--- config.mk ---
export PLATFORM = sky130hd
export DESIGN_NAME = spi_master_mc
export DESIGN_NICKNAME = d
export VERILOG_FILES = /design/src/rtl/spi_pkg.sv /design/src/rtl/spi_shift_engine.sv /design/src/rtl/spi_master_mc.sv
export SDC_FILE = /design/constraint.sdc
export NUM_CORES = 1
export LEC_CHECK = 0
export BUFFER_PORTS_ARGS = -buffer_cell sky130_fd_sc_hd__buf_2
export CAP_MARGIN = 10
export CORE_MARGIN = 3
export CORE_UTILIZATION = 30
export CTS_BUF_LIST = sky130_fd_sc_hd__clkbuf_4
export DETAILED_ROUTE_END_ITERATION = 10
export PLACE_DENSITY = 0.58
export SYNTH_ARGS = -nofsm -noshare
export SYNTH_HDL_FRONTEND = slang
export SYNTH_SLANG_ARGS = --single-unit
--- constraint.sdc ---
create_clock -name clk -period 2.29 [get_ports clk]
set_input_delay 0 -clock clk [delete_from_list [all_inputs] [get_ports clk]]
set_output_delay 0 -clock clk [all_outputs]
set_load 0.01 [all_outputs]
--- src/rtl/spi_pkg.sv ---
// ---------------------------------------------------------------------------
// spi_pkg
// Shared definitions for the multi-slave SPI master:
//   - register offsets within the 4-byte register block
//   - STATUS and CTRL bit positions
//   - shift-engine FSM state encoding
//   - bit-order helper used by the shift engine
// ---------------------------------------------------------------------------
package spi_pkg;

    // Register offsets (addr[1:0])
    localparam logic [1:0] REG_DATA   = 2'd0;
    localparam logic [1:0] REG_STATUS = 2'd1;
    localparam logic [1:0] REG_DIV    = 2'd2;
    localparam logic [1:0] REG_CTRL   = 2'd3;

    // STATUS bit positions
    localparam int ST_BUSY     = 0;
    localparam int ST_TX_FULL  = 1;
    localparam int ST_TX_OVF   = 2;
    localparam int ST_RX_VALID = 3;
    localparam int ST_RX_OVR   = 4;

    // CTRL bit positions
    localparam int CTRL_CPOL  = 0;
    localparam int CTRL_CPHA  = 1;
    localparam int CTRL_LSB   = 2;
    localparam int CTRL_SS_LO = 4;
    localparam int CTRL_SS_HI = 6;

    // Writable CTRL bits; bits 3 and 7 always read 0
    localparam logic [7:0] CTRL_MASK = 8'h77;

    typedef enum logic [1:0] {
        S_IDLE  = 2'd0,
        S_SETUP = 2'd1,
        S_SHIFT = 2'd2,
        S_GAP   = 2'd3
    } spi_state_e;

    // Position in the byte of the j-th transmitted bit (j = 0 goes first).
    function automatic logic [2:0] bit_pos(input logic [2:0] j, input logic lsb_first);
        return lsb_first ? j : 3'd7 - j;
    endfunction

endpackage

--- src/rtl/spi_shift_engine.sv ---
// ---------------------------------------------------------------------------
// spi_shift_engine
// Serialises one byte at a time on sclk/mosi while capturing miso.
// Sequence per byte: SETUP (1 half-period, ss asserted) -> SHIFT (16 sclk
// edges, one per half-period) -> GAP (1 half-period, byte reported).
// Configuration is latched when a byte is loaded.
//
// Ports:
//   clk, reset_n      clock, asynchronous active-low reset
//   start             a byte is waiting in tx_byte
//   tx_byte           byte to transmit
//   cpol, cpha        SPI mode
//   lsb_first         bit order
//   div               half-period = div+1 clk cycles
//   ss_idx            slave index; >= NUM_SS selects no slave
//   miso              serial input (already synchronised)
//   done              one-cycle strobe: rx_byte holds the received byte
//   rx_byte           received byte
//   busy              a byte is in flight
//   req_next          tx_byte is consumed on this clock edge
//   sclk, mosi, ss_n  registered SPI outputs
// ---------------------------------------------------------------------------
module spi_shift_engine
    import spi_pkg::*;
#(
    parameter int NUM_SS = 4
) (
    input  logic              clk,
    input  logic              reset_n,
    input  logic              start,
    input  logic [7:0]        tx_byte,
    input  logic              cpol,
    input  logic              cpha,
    input  logic              lsb_first,
    input  logic [7:0]        div,
    input  logic [2:0]        ss_idx,
    input  logic              miso,
    output logic              done,
    output logic [7:0]        rx_byte,
    output logic              busy,
    output logic              req_next,
    output logic              sclk,
    output logic              mosi,
    output logic [NUM_SS-1:0] ss_n
);

    spi_state_e        state_q;
    logic [7:0]        cnt_q;
    logic [7:0]        div_q;
    logic [7:0]        tx_q;
    logic [7:0]        rx_q;
    logic [3:0]        edge_q;     // sclk edges already issued in this byte
    logic              cpha_q;
    logic              lsb_q;
    logic              sclk_q;
    logic              mosi_q;
    logic              busy_q;
    logic [NUM_SS-1:0] ss_n_q;

    logic [NUM_SS-1:0] ss_dec;
    logic              half_end;
    logic              load;
    logic              sample_edge;
    logic [2:0]        shift_idx;

    // NOTE: every always_comb output gets a default first so no path leaves
    // it unassigned; otherwise synthesis infers a latch.
    always_comb begin
        ss_dec = '1;
        for (int i = 0; i < NUM_SS; i++) begin
            if (ss_idx == i[2:0]) ss_dec[i] = 1'b0;
        end
    end

    assign half_end    = (cnt_q == div_q);
    // A byte is taken from IDLE, or at the end of GAP for back-to-back bytes.
    assign load        = start && ((state_q == S_IDLE) || (state_q == S_GAP && half_end));
    // Edge n (1-based) is edge_q+1: odd edges are leading. CPHA=0 samples on
    // leading edges, CPHA=1 on trailing ones.
    assign sample_edge = (edge_q[0] == cpha_q);
    // Order index of the bit presented on this shift edge. With CPHA=0 bit 0
    // was already presented in SETUP, so trailing edge 2k presents bit k.
    assign shift_idx   = cpha_q ? edge_q[3:1] : edge_q[3:1] + 3'd1;

    assign done     = (state_q == S_GAP) && half_end;
    assign rx_byte  = rx_q;
    assign busy     = busy_q;
    assign req_next = load;
    assign sclk     = sclk_q;
    assign mosi     = mosi_q;
    assign ss_n     = ss_n_q;

    // NOTE: sequential state uses non-blocking assignments so every register
    // samples pre-edge values, independent of statement order.
    always_ff @(posedge clk or negedge reset_n) begin
        if (!reset_n) begin
            state_q <= S_IDLE;
            cnt_q   <= '0;
            div_q   <= '0;
            tx_q    <= '0;
            rx_q    <= '0;
            edge_q  <= '0;
            cpha_q  <= 1'b0;
            lsb_q   <= 1'b0;
            sclk_q  <= 1'b0;
            mosi_q  <= 1'b0;
            busy_q  <= 1'b0;
            ss_n_q  <= '1;
        end else if (load) begin
            state_q <= S_SETUP;
            cnt_q   <= '0;
            edge_q  <= '0;
            tx_q    <= tx_byte;
            rx_q    <= '0;
            cpha_q  <= cpha;
            lsb_q   <= lsb_first;
            div_q   <= div;
            ss_n_q  <= ss_dec;
            busy_q  <= 1'b1;
            sclk_q  <= cpol;
            if (!cpha) mosi_q <= tx_byte[bit_pos(3'd0, lsb_first)];
        end else begin
            case (state_q)
                S_IDLE: begin
                    sclk_q <= cpol;
                    ss_n_q <= '1;
                end
                S_SETUP: begin
                    if (half_end) begin
                        cnt_q   <= '0;
                        state_q <= S_SHIFT;
                    end else begin
                        cnt_q <= cnt_q + 8'd1;
                    end
                end
                S_SHIFT: begin
                    if (half_end) begin
                        cnt_q  <= '0;
                        sclk_q <= ~sclk_q;
                        edge_q <= edge_q + 4'd1;
                        if (sample_edge) begin
                            rx_q <= lsb_q ? {miso, rx_q[7:1]} : {rx_q[6:0], miso};
                        end else if (cpha_q || edge_q != 4'd15) begin
                            mosi_q <= tx_q[bit_pos(shift_idx, lsb_q)];
                        end
                        if (edge_q == 4'd15) state_q <= S_GAP;
                    end else begin
                        cnt_q <= cnt_q + 8'd1;
                    end
                end
                S_GAP: begin
                    if (half_end) begin
                        cnt_q   <= '0;
                        state_q <= S_IDLE;
                        ss_n_q  <= '1;
                        busy_q  <= 1'b0;
                    end else begin
                        cnt_q <= cnt_q + 8'd1;
                    end
                end
                default: state_q <= S_IDLE;
            endcase
        end
    end

endmodule

--- src/rtl/spi_master_mc.sv ---
// ---------------------------------------------------------------------------
// spi_master_mc
// Memory-mapped SPI master on the 8-bit CPU I/O bus.
// Register block at BASE_ADDR (addr[7:2] match), index addr[1:0]:
//   0 DATA   W: load TX buffer     R: rx_data, clears rx_valid
//   1 STATUS R: {rx_ovr,rx_valid,tx_ovf,tx_full,busy}  W1C: bit2, bit4
//   2 DIV    half-period = DIV+1 clk cycles (ignored while busy)
//   3 CTRL   {ss_idx[6:4], lsb_first[2], cpha[1], cpol[0]} (ignored while busy)
//
// Ports:
//   clk, reset_n   clock, asynchronous active-low reset
//   addr, din      CPU address / write data
//   wr_en, rd_en   one-cycle access strobes
//   dout           registered read data, 8'h00 when not reading
//   sclk, mosi     SPI clock / data out
//   miso           SPI data in (synchronised by the caller)
//   ss_n           active-low slave selects
// ---------------------------------------------------------------------------
module spi_master_mc
    import spi_pkg::*;
#(
    parameter logic [7:0] BASE_ADDR = 8'h80,
    parameter int         NUM_SS    = 4,
    parameter logic [7:0] DIV_RESET = 8'd3
) (
    input  logic              clk,
    input  logic              reset_n,
    input  logic [7:0]        addr,
    input  logic [7:0]        din,
    output logic [7:0]        dout,
    input  logic              wr_en,
    input  logic              rd_en,
    output logic              sclk,
    output logic              mosi,
    input  logic              miso,
    output logic [NUM_SS-1:0] ss_n
);

    logic [7:0] tx_buf_q,  tx_buf_d;
    logic       tx_full_q, tx_full_d;
    logic       tx_ovf_q,  tx_ovf_d;
    logic [7:0] rx_data_q, rx_data_d;
    logic       rx_valid_q, rx_valid_d;
    logic       rx_ovr_q,  rx_ovr_d;
    logic [7:0] div_q,     div_d;
    logic [7:0] ctrl_q,    ctrl_d;
    logic [7:0] dout_q,    dout_d;

    logic       hit;
    logic       wr_hit;
    logic       rd_hit;
    logic [1:0] idx;
    logic       rd_data;
    logic [7:0] status;

    logic       eng_done;
    logic [7:0] eng_rx;
    logic       eng_busy;
    logic       eng_req;

    spi_shift_engine #(
        .NUM_SS (NUM_SS)
    ) u_engine (
        .clk       (clk),
        .reset_n   (reset_n),
        .start     (tx_full_q),
        .tx_byte   (tx_buf_q),
        .cpol      (ctrl_q[CTRL_CPOL]),
        .cpha      (ctrl_q[CTRL_CPHA]),
        .lsb_first (ctrl_q[CTRL_LSB]),
        .div       (div_q),
        .ss_idx    (ctrl_q[CTRL_SS_HI:CTRL_SS_LO]),
        .miso      (miso),
        .done      (eng_done),
        .rx_byte   (eng_rx),
        .busy      (eng_busy),
        .req_next  (eng_req),
        .sclk      (sclk),
        .mosi      (mosi),
        .ss_n      (ss_n)
    );

    assign hit     = (addr[7:2] == BASE_ADDR[7:2]);
    assign idx     = addr[1:0];
    assign wr_hit  = wr_en && hit;
    assign rd_hit  = rd_en && hit;
    assign rd_data = rd_hit && (idx == REG_DATA);

    always_comb begin
        status              = '0;
        status[ST_BUSY]     = eng_busy;
        status[ST_TX_FULL]  = tx_full_q;
        status[ST_TX_OVF]   = tx_ovf_q;
        status[ST_RX_VALID] = rx_valid_q;
        status[ST_RX_OVR]   = rx_ovr_q;
    end

    always_comb begin
        tx_buf_d   = tx_buf_q;
        tx_full_d  = tx_full_q;
        tx_ovf_d   = tx_ovf_q;
        rx_data_d  = rx_data_q;
        rx_valid_d = rx_valid_q;
        rx_ovr_d   = rx_ovr_q;
        div_d      = div_q;
        ctrl_d     = ctrl_q;
        dout_d     = 8'h00;

        // Flag clears come first so a same-cycle set below overrides them.
        if (wr_hit && idx == REG_STATUS) begin
            if (din[ST_TX_OVF]) tx_ovf_d = 1'b0;
            if (din[ST_RX_OVR]) rx_ovr_d = 1'b0;
        end

        if (eng_req) tx_full_d = 1'b0;

        // A write landing on the cycle the engine takes the buffer is accepted.
        if (wr_hit && idx == REG_DATA) begin
            if (tx_full_q && !eng_req) begin
                tx_ovf_d = 1'b1;
            end else begin
                tx_buf_d  = din;
                tx_full_d = 1'b1;
            end
        end

        if (rd_data) rx_valid_d = 1'b0;

        // New byte beats a concurrent DATA read; that read still returns the
        // old byte and does not count as an overrun.
        if (eng_done) begin
            rx_data_d  = eng_rx;
            rx_valid_d = 1'b1;
            if (rx_valid_q && !rd_data) rx_ovr_d = 1'b1;
        end

        if (wr_hit && !eng_busy) begin
            if (idx == REG_DIV)  div_d  = din;
            if (idx == REG_CTRL) ctrl_d = din & CTRL_MASK;
        end

        if (rd_hit) begin
            case (idx)
                REG_DATA:   dout_d = rx_data_q;
                REG_STATUS: dout_d = status;
                REG_DIV:    dout_d = div_q;
                default:    dout_d = ctrl_q;
            endcase
        end
    end

    always_ff @(posedge clk or negedge reset_n) begin
        if (!reset_n) begin
            tx_buf_q   <= '0;
            tx_full_q  <= 1'b0;
            tx_ovf_q   <= 1'b0;
            rx_data_q  <= '0;
            rx_valid_q <= 1'b0;
            rx_ovr_q   <= 1'b0;
            div_q      <= DIV_RESET;
            ctrl_q     <= '0;
            dout_q     <= '0;
        end else begin
            tx_buf_q   <= tx_buf_d;
            tx_full_q  <= tx_full_d;
            tx_ovf_q   <= tx_ovf_d;
            rx_data_q  <= rx_data_d;
            rx_valid_q <= rx_valid_d;
            rx_ovr_q   <= rx_ovr_d;
            div_q      <= div_d;
            ctrl_q     <= ctrl_d;
            dout_q     <= dout_d;
        end
    end

    assign dout = dout_q;

endmodule

==> run metrics, run 1 <==
status completed; commonest non-fill, non-tap cell in the layout dfrtp_1; initial DRC count 139; fin. max-slew vios 0; RSZ-0062 raised after global routing no; Final Hold Vio Count 0; cell internal pwr 2.74 mW; Sw Pwr 1.44 mW; Num CTS Buffers 9; pin count of the biggest net entering global routing 52; area grow syn2layout 17.1%; final setup margin 0.167 ns; RD Place Congestion 0.751; Layout fillers 1343; Synth Register Bits 89; Synth warnings 0; Maximum Capacitance Violations 0; CP max FO 8; first-pass GRT wire length 14.9 mm; ranking of synthesized cells by area dfrtp_1 49%, mux2_2 12%, mux2i_1 3.8%, dfstp_2 3.8%, xor2_1 2.7%; clock sink count 89; mapped cell area 4200 sq um; CTS Buffer Depth 2; Pwr Density 852 nW/um^2; min Tclk post-route 2.12 ns; WP data arrival 2.44 ns; site row count 42; clock-pin slew on the worst setup and hold paths 0.13 ns; Rel. slew slack 0.659; DP HPWL 6.63 mm; CTS tree built; share of cells above drive strength 1 0.320; Seq/Total Area, Yosys 0.532; core region area 13500 sq um; GRT overflow 0; nets 425; Vias/cell 4.87; pre-CTS setup slack 0.156 ns; crit path launch type flip-flop; Routed WL 9.05 mm; number of synthesized flops with an enable pin 0; Fmax 0.471 GHz; Tightest Hold Check Type in2async; ys async rst share 1.00; LEAKAGE 2.34 nW; Die Wd 124 um; leading area contributor after synthesis dfrtp_1; CP endpoint kind flip-flop; Syn Area/Cell 12.1 sq um; vias in the first global route 2793; post-synth cell types 51; I/O Buffers 34; switching share of power 0.344; Least-Margin Pin Slew 0.510 ns; root buffer cell clkbuf_4; Clock Latency Late Sink 0.44 ns; syn_nets 371; Ant. Diodes 0; cell count after synthesis 347; Die ar. 15400 sq um; via count 2836; Crit Path Class reg2reg; most frequent cells in the layout 83 x dfrtp_1, 43 x mux2_2, 33 x buf_2; post-route setup TNS 0 ns; Pre-Repair DR Iteration Count 4; H-tree depth 3; Peak VDD IR 0.683 mV; clock skew 0.0159 ns; DRT antenna net count 0; starting density of the core 0.312; Setup Viol. Count Final 0; drt wl/cell 15.5 um; crit share post-route 0.927; Gate power share 0.300; sequential power share 0.492; Yosys top cell area share 0.495; CP required 2.61 ns; Final Power 4.18 mW; Main synth FF type dfrtp_1; io pins 35; global router's overall resource usage 0.121; Chip Height 124 um; initial antenna violation count 0; clock network fraction of design power 0.208; # DRC 0
## through the flow
stage | area, sq um | hold WS [ns] | util | instances
floorplan | 4200 | -0.296 | - | 347
global placement | 4630 | 0.00890 | 0.344 | 552
detailed placement | 4630 | 0.0124 | 0.344 | 552
CTS | 4890 | 0.000874 | 0.364 | 581
global route | 4910 | 0.0209 | 0.365 | 582
finish | 4910 | 0.0663 | 0.365 | 582
## state kept, by name, summed over array words and instances, names as in the netlist, 2 cells and up
register	count
dout	8
u_engine.tx_q	8
ctrl_q	6
rx_data_q	8
u_engine.rx_byte	8
u_engine.div_q	8
u_engine.cnt_q	8
tx_buf_q	8
u_engine.state_q	2
u_engine.ss_n	4
u_engine.edge_q	4
div_q	8
## routing by layer
metal | vias to the layer above | part of all wire | GRT usage
met3 | 6 | 0.037 | 0.0373
met5 | - | 0 | 0
met2 | 53 | 0.45 | 0.180
met1 | 1420 | 0.50 | 0.171
met4 | 0 | 0.010 | 0.0290
li1 | 1357 | - | -
## cells in the mapped netlist (2+ instances only)
cell type,number
a21o_1,2
a21oi_1,6
a221oi_1,2
a22o_1,2
a31oi_1,5
and2_1,3
and3_1,3
and3_2,4
buf_2,5
clkbuf_1,11
dfrtp_1,83
dfstp_2,6
ha_1,3
inv_1,5
mux2_2,43
mux2_4,5
mux2i_1,16
mux4_2,4
nand2_1,22
nand2b_1,3
nand3_1,10
nand3b_1,4
nand4_1,3
nand4b_1,2
nor2_1,21
nor2b_1,4
nor3_1,3
nor3b_1,2
nor4_1,2
o21ai_0,21
o31ai_1,2
or3_1,2
xnor2_1,8
xor2_1,13
## cells by family (layout without fill, tap and decap cells)
logic type               count (synthesis)  count (layout)  synth area share
XOR/XNOR                                21              21            0.0438
multiplexers                            68              68             0.193
AND/OR/NAND/NOR                         96              96             0.126
adder cells (fa/ha/maj)                  3               3           0.00895
flip-flops                              89              89             0.532
buffers and inverters                   22              81            0.0230
AO/OA/AOI/OAI                           48              48            0.0725
## power by group through the flow
stage               Combinational [mW]  Clock, mW  Sequential (mW)
floorplan                        0.905          0             2.00
global placement                  1.19          0             2.08
detailed placement                1.23          0             2.09
CTS                               1.25      0.904             2.06
global route                      1.42      0.979             2.10
finish                            1.26      0.869             2.06
## timing repair
| item | 4_1_cts | 5_1_grt |
|---|---|---|
| setup endpoints to repair | 0 | 3 |
| hold endpoints to repair | 121 | 1 |
| hold buffers | 13 | 1 |
| gates resized for setup | 0 | 2 |
| setup buffers | 0 | 0 |
## final timing paths
check | to | depth (start not counted) | slack, ns | from
min reg2reg | u_engine.ss_n[1] | 2 | 0.51 | u_engine.ss_n[1]
max reg2reg | u_engine.mosi | 7 | 0.17 | u_engine.edge_q[1]
max | u_engine.mosi | 7 | 0.17 | u_engine.edge_q[1]
min in group clk | dout[5] | 5 | 0.07 | addr[3]
max in group asynchronous | u_engine.ss_n[3] | 3 | 1.54 | reset_n
min | u_engine.lsb_q | 2 | 0.07 | reset_n
## critical path: stages, from the launching register on
cell     delay [ns]
dfrtp_1        0.49
ha_1           0.35
mux2i_1        0.22
xnor2_2        0.18
mux2_2         0.37
nor3b_1        0.19
a311o_1        0.14
o21ai_0        0.07
## cell type report
cell class                      instances  area (sq um)  share of cell area
Clock inverter                          4          43.8             0.00891
Clock buffer                           12          90.1              0.0183
Inverter                                5          18.8             0.00382
Tap cell                              176           220              0.0448
Sequential cell                        89          2230               0.455
Multi-Input combinational cell        236          1880               0.382
Timing Repair Buffer                   60           428              0.0871
(Power assumes the default switching activity.)
==> run 2, diff against run 1 <==
- clock period: 2.29 -> 2.7 ns (I/O delays scaled with it)
==> run 2 against run 1 <==
  * Register-to-register slack better by 0.08 ns
  * Via count is 0.95% lower
  * Sequential power down 15%
  * Utilization decreased by 0.67 points
  * Total power fell by 20%
  * Maximum frequency down 14%
  * Hold slack improved by 0.040 ns
  * Cell area decreased by 1.8%
  * Critical endpoint unchanged
==> run metrics, run 2 (same netlist as run 1, synthesis figures left out) <==
Clock Latency Late Sink 0.46 ns; Hold Worst Slack 0.106 ns; nets 421; Non-Filler Instances 579; first-pass GRT wire length 14.8 mm; Rel. slew slack 0.277; Crit Path Class reg2reg; initial antenna violation count 1; GRT overflow 0; met2 WL 4.11 mm; Pre-Repair DR Iteration Count 4; commonest non-fill, non-tap cell in the layout dfrtp_1; WP data arrival 2.82 ns; core region area 13500 sq um; Least-Margin Pin Slew 1.08 ns; Die Wd 124 um; clock sink count 89; Die ar. 15400 sq um; crit share post-route 0.910; min Tclk post-route 2.46 ns; root buffer cell clkbuf_4; pre-CTS setup slack 0.269 ns; Fmax 0.407 GHz; status completed; DP HPWL 6.55 mm; RSZ-0062 raised after global routing no; pin count of the biggest net entering global routing 88; met3 WL 443 um; Met1 Wirelength 4.35 mm; CTS tree built; Tightest Hold Check Type in2reg; CP endpoint kind flip-flop; Final Hold Vio Count 0; share of cells above drive strength 1 0.299; Setup Viol. Count Final 0; Final Power 3.36 mW; vias in the first global route 2842; Max Used Layer met4; initial DRC count 164; Num CTS Buffers 9; final setup margin 0.244 ns; Maximum Capacitance Violations 0; clock skew 0.0290 ns; Chip Height 124 um; area grow syn2layout 15.0%; post-route setup TNS 0 ns; site row count 42; LEAKAGE 2.29 nW; I/O Buffers 34; global router's overall resource usage 0.120; crit path launch type flip-flop; Peak VDD IR 0.376 mV; H-tree depth 3; fin. max-slew vios 0; # DRC 0; CP required 3.06 ns; RD Place Congestion 0.832; Pwr Density 697 nW/um^2; starting density of the core 0.312; Layout fillers 1367; most frequent cells in the layout 83 x dfrtp_1, 43 x mux2_2, 33 x buf_2; DP Cell Count 546; Vias/cell 4.85; CP max FO 9; DRT antenna net count 0; via count 2809; CTS Buffer Depth 2; io pins 35; Routed WL 9.03 mm; drt wl/cell 15.6 um; clock-pin slew on the worst setup and hold paths 0.13 ns; cts repair resizes 0
[run 2: changes by cell type in the layout (fill, tap and decap cells not counted), moves of 2 or more]
cell,delta
buf_4,-4
clkbuf_4,-3
buf_12,-2
clkinv_1,+2
dlygate4sd3_1,+2
[run 2: path summary, 6_finish.rpt]
path                                   startpoint          endpoint  slack (ns)  depth (start not counted)
worst min-delay path                      addr[2]          div_q[2]        0.11                          5
worst max-delay path            u_engine.cnt_q[3]     u_engine.mosi        0.24                          6
max in group asynchronous                 reset_n  u_engine.ss_n[2]        1.66                          3
worst max register to register  u_engine.cnt_q[3]     u_engine.mosi        0.24                          6
worst min register to register   u_engine.ss_n[1]  u_engine.ss_n[1]        0.52                          2
min in group asynchronous                 reset_n         tx_full_q        0.29                          2
[run 2: per-layer routing]
metal,vias up,global-route usage
met3,11,0.0317
met1,1395,0.166
met2,56,0.181
li1,1347,-
met5,-,0
met4,0,0.0426
[run 2: area by class of cell]
cell class	instances	area [sq um]	share of cell area
Antenna cell	1	2.50	0.000519
Clock buffer	9	67.6	0.0140
Clock inverter	7	37.5	0.00778
Inverter	5	18.8	0.00389
Multi-Input combinational cell	236	1870	0.387
Sequential cell	89	2230	0.463
Tap cell	176	220	0.0456
Timing Repair Buffer	56	378	0.0783
[run 2: where the power goes]
group	switching, mW	internal [mW]	total [mW]	leakage [nW]
Sequential	0.226	1.53	1.76	1.18
Clock	0.429	0.178	0.607	0.0582
Combinational	0.561	0.440	1.00	1.05
[run 2: repair_timing]
action,4_1_cts,5_1_grt
hold endpoints to repair,119,0
hold buffers,16,0
buffers inserted,0,0
[run 2: through the flow]
step	util	area, sq um
final	0.359	4820
after global routing	0.359	4820
after CTS	0.358	4820
after detailed placement	0.339	4560
after global placement	0.339	4560
after floorplan	-	4200
[run 2: critical path, cell delays in order, from the launching register on]
cell and delay, ns:
dfrtp_1 0.45, xor2_1 0.16, nor4_1 0.64, and2_0 0.46, nand3_1 0.22, a311o_1 0.30
o21ai_0 0.15
==> run 3, diff against run 2 <==
- MAX_ROUTING_LAYER: default -> met4
==> run 3 against run 2 <==
  * Clock power is essentially flat
  * Largest power group unchanged
  * Clock skew shrank 0.0022 ns
  * Die area is the same
  * Combinational power is essentially flat
  * Routed wire length is essentially flat
  * Non-clock buffer count is the same
  * Global-route usage grew 0.34 points
==> run metrics, run 3 (same netlist as run 1, synthesis figures left out) <==
Tightest Hold Check Type in2reg; fin. max-slew vios 0; Vias/cell 4.93; Maximum Capacitance Violations 0; GRT overflow 0; CP cell instances xor2_1 -> nor4_1 -> and2_0 -> nand3_1 -> a311o_1 -> o21ai_0; Die Wd 124 um; CP endpoint kind flip-flop; initial antenna violation count 1; critical path's largest stage delay 0.64 ns; DRT antenna net count 0; initial DRC count 177; H-tree depth 3; via count 2852; Chip Height 124 um; DP Cell Count 546; I/O Buffers 34; LEAKAGE 2.29 nW; CP required 3.06 ns; Num CTS Buffers 9; Crit. Startpoint u_engine.cnt_q[3]; crit path launch type flip-flop; cts repair resizes 0; first-pass GRT wire length 14.8 mm; CTS Buffer Depth 2; Clock Latency Late Sink 0.45 ns; area grow syn2layout 15.0%; vias in the first global route 2839; core region area 13500 sq um; clock sink count 89; reg-to-reg startpoint u_engine.cnt_q[3]; Routed WL 9.02 mm; clock skew 0.0268 ns; crit share post-route 0.911; # DRC 0; drt wl/cell 15.6 um; nets 421; crit path max-delay cell type nor4_1; CP max FO 9; most frequent cells in the layout 83 x dfrtp_1, 43 x mux2_2, 33 x buf_2; Fmax 0.407 GHz; Final Hold Vio Count 0; Crit Path Class reg2reg; DP HPWL 6.55 mm; RD Place Congestion 0.844; Peak VDD IR 0.376 mV; Pwr Density 697 nW/um^2; pin count of the biggest net entering global routing 88; share of cells above drive strength 1 0.299; Die ar. 15400 sq um; clock-pin slew on the worst setup and hold paths 0.13 ns; starting density of the core 0.312; Hold Worst Slack 0.108 ns; Least-Margin Pin Slew 1.08 ns; Pre-Repair DR Iteration Count 4; min Tclk post-route 2.46 ns; status completed; Non-Filler Instances 579; global router's overall resource usage 0.123; Final Power 3.36 mW; Setup Viol. Count Final 0; root buffer cell clkbuf_4; post-route setup TNS 0 ns; site row count 42; RSZ-0062 raised after global routing no; Hold Path Origin addr[2]; commonest non-fill, non-tap cell in the layout dfrtp_1; CTS tree built; io pins 35; WP data arrival 2.82 ns; Rel. slew slack 0.279; Layout fillers 1367
run 3: cell counts in the layout (fill, tap and decap cells not counted):
Identical to the previous run, type by type.
run 3: layer usage:
metal | share of wire | track usage
met5 | 0 | -
met4 | 0.013 | 0.0426
met3 | 0.051 | 0.0313
met2 | 0.46 | 0.181
met1 | 0.48 | 0.167
run 3: area by class of cell:
class                   instances  area, sq um  share of cell area
flip-flops and latches         89         2230               0.463
diodes                          1         2.50            0.000519
well taps                     176          220              0.0456
clock buffers                   9         67.6              0.0140
repair buffers                 56          378              0.0783
inverters                       5         18.8             0.00389
clock inverters                 7         37.5             0.00778
multi-input cells             236         1870               0.387
run 3: metrics by stage:
stage	util	instance area, sq um	setup slack, ns
6_report	0.359	4820	0.241
3_5_place_dp	0.339	4560	0.269
3_3_place_gp	0.339	4560	0.433
2_1_floorplan	-	4200	0.639
5_1_grt	0.359	4820	0.0454
4_1_cts	0.358	4820	0.236
run 3: power by group:
group          switching (mW)  internal (mW)  total (mW)
combinational           0.564          0.440        1.00
clock                   0.429          0.178       0.607
sequential              0.223           1.53        1.75
total                    1.22           2.15        3.36
run 3: critical path: cells and delay by family (launching register included):
| kind | cells | cell delay, ns |
|---|---|---|
| and+or+nand+nor | 3 | 1.32 |
| DFF | 1 | 0.45 |
| AOI/OAI and AO/OA | 2 | 0.45 |
| xor gates and xnor gates | 1 | 0.16 |
run 3: timing repair:
action                    CTS  global route
hold endpoints to repair  119             0
hold buffers               16             0
setup buffers               0             0
run 3: path summary, 6_finish.rpt:
kind | slack, ns | cells past startpoint | endpoint
max in group asynchronous | 1.65 | 3 | u_engine.ss_n[2]
max reg2reg | 0.24 | 6 | u_engine.mosi
min | 0.11 | 5 | div_q[2]
min in group asynchronous | 0.29 | 2 | u_engine.rx_byte[1]
max | 0.24 | 6 | u_engine.mosi
min reg2reg | 0.51 | 2 | u_engine.ss_n[1]
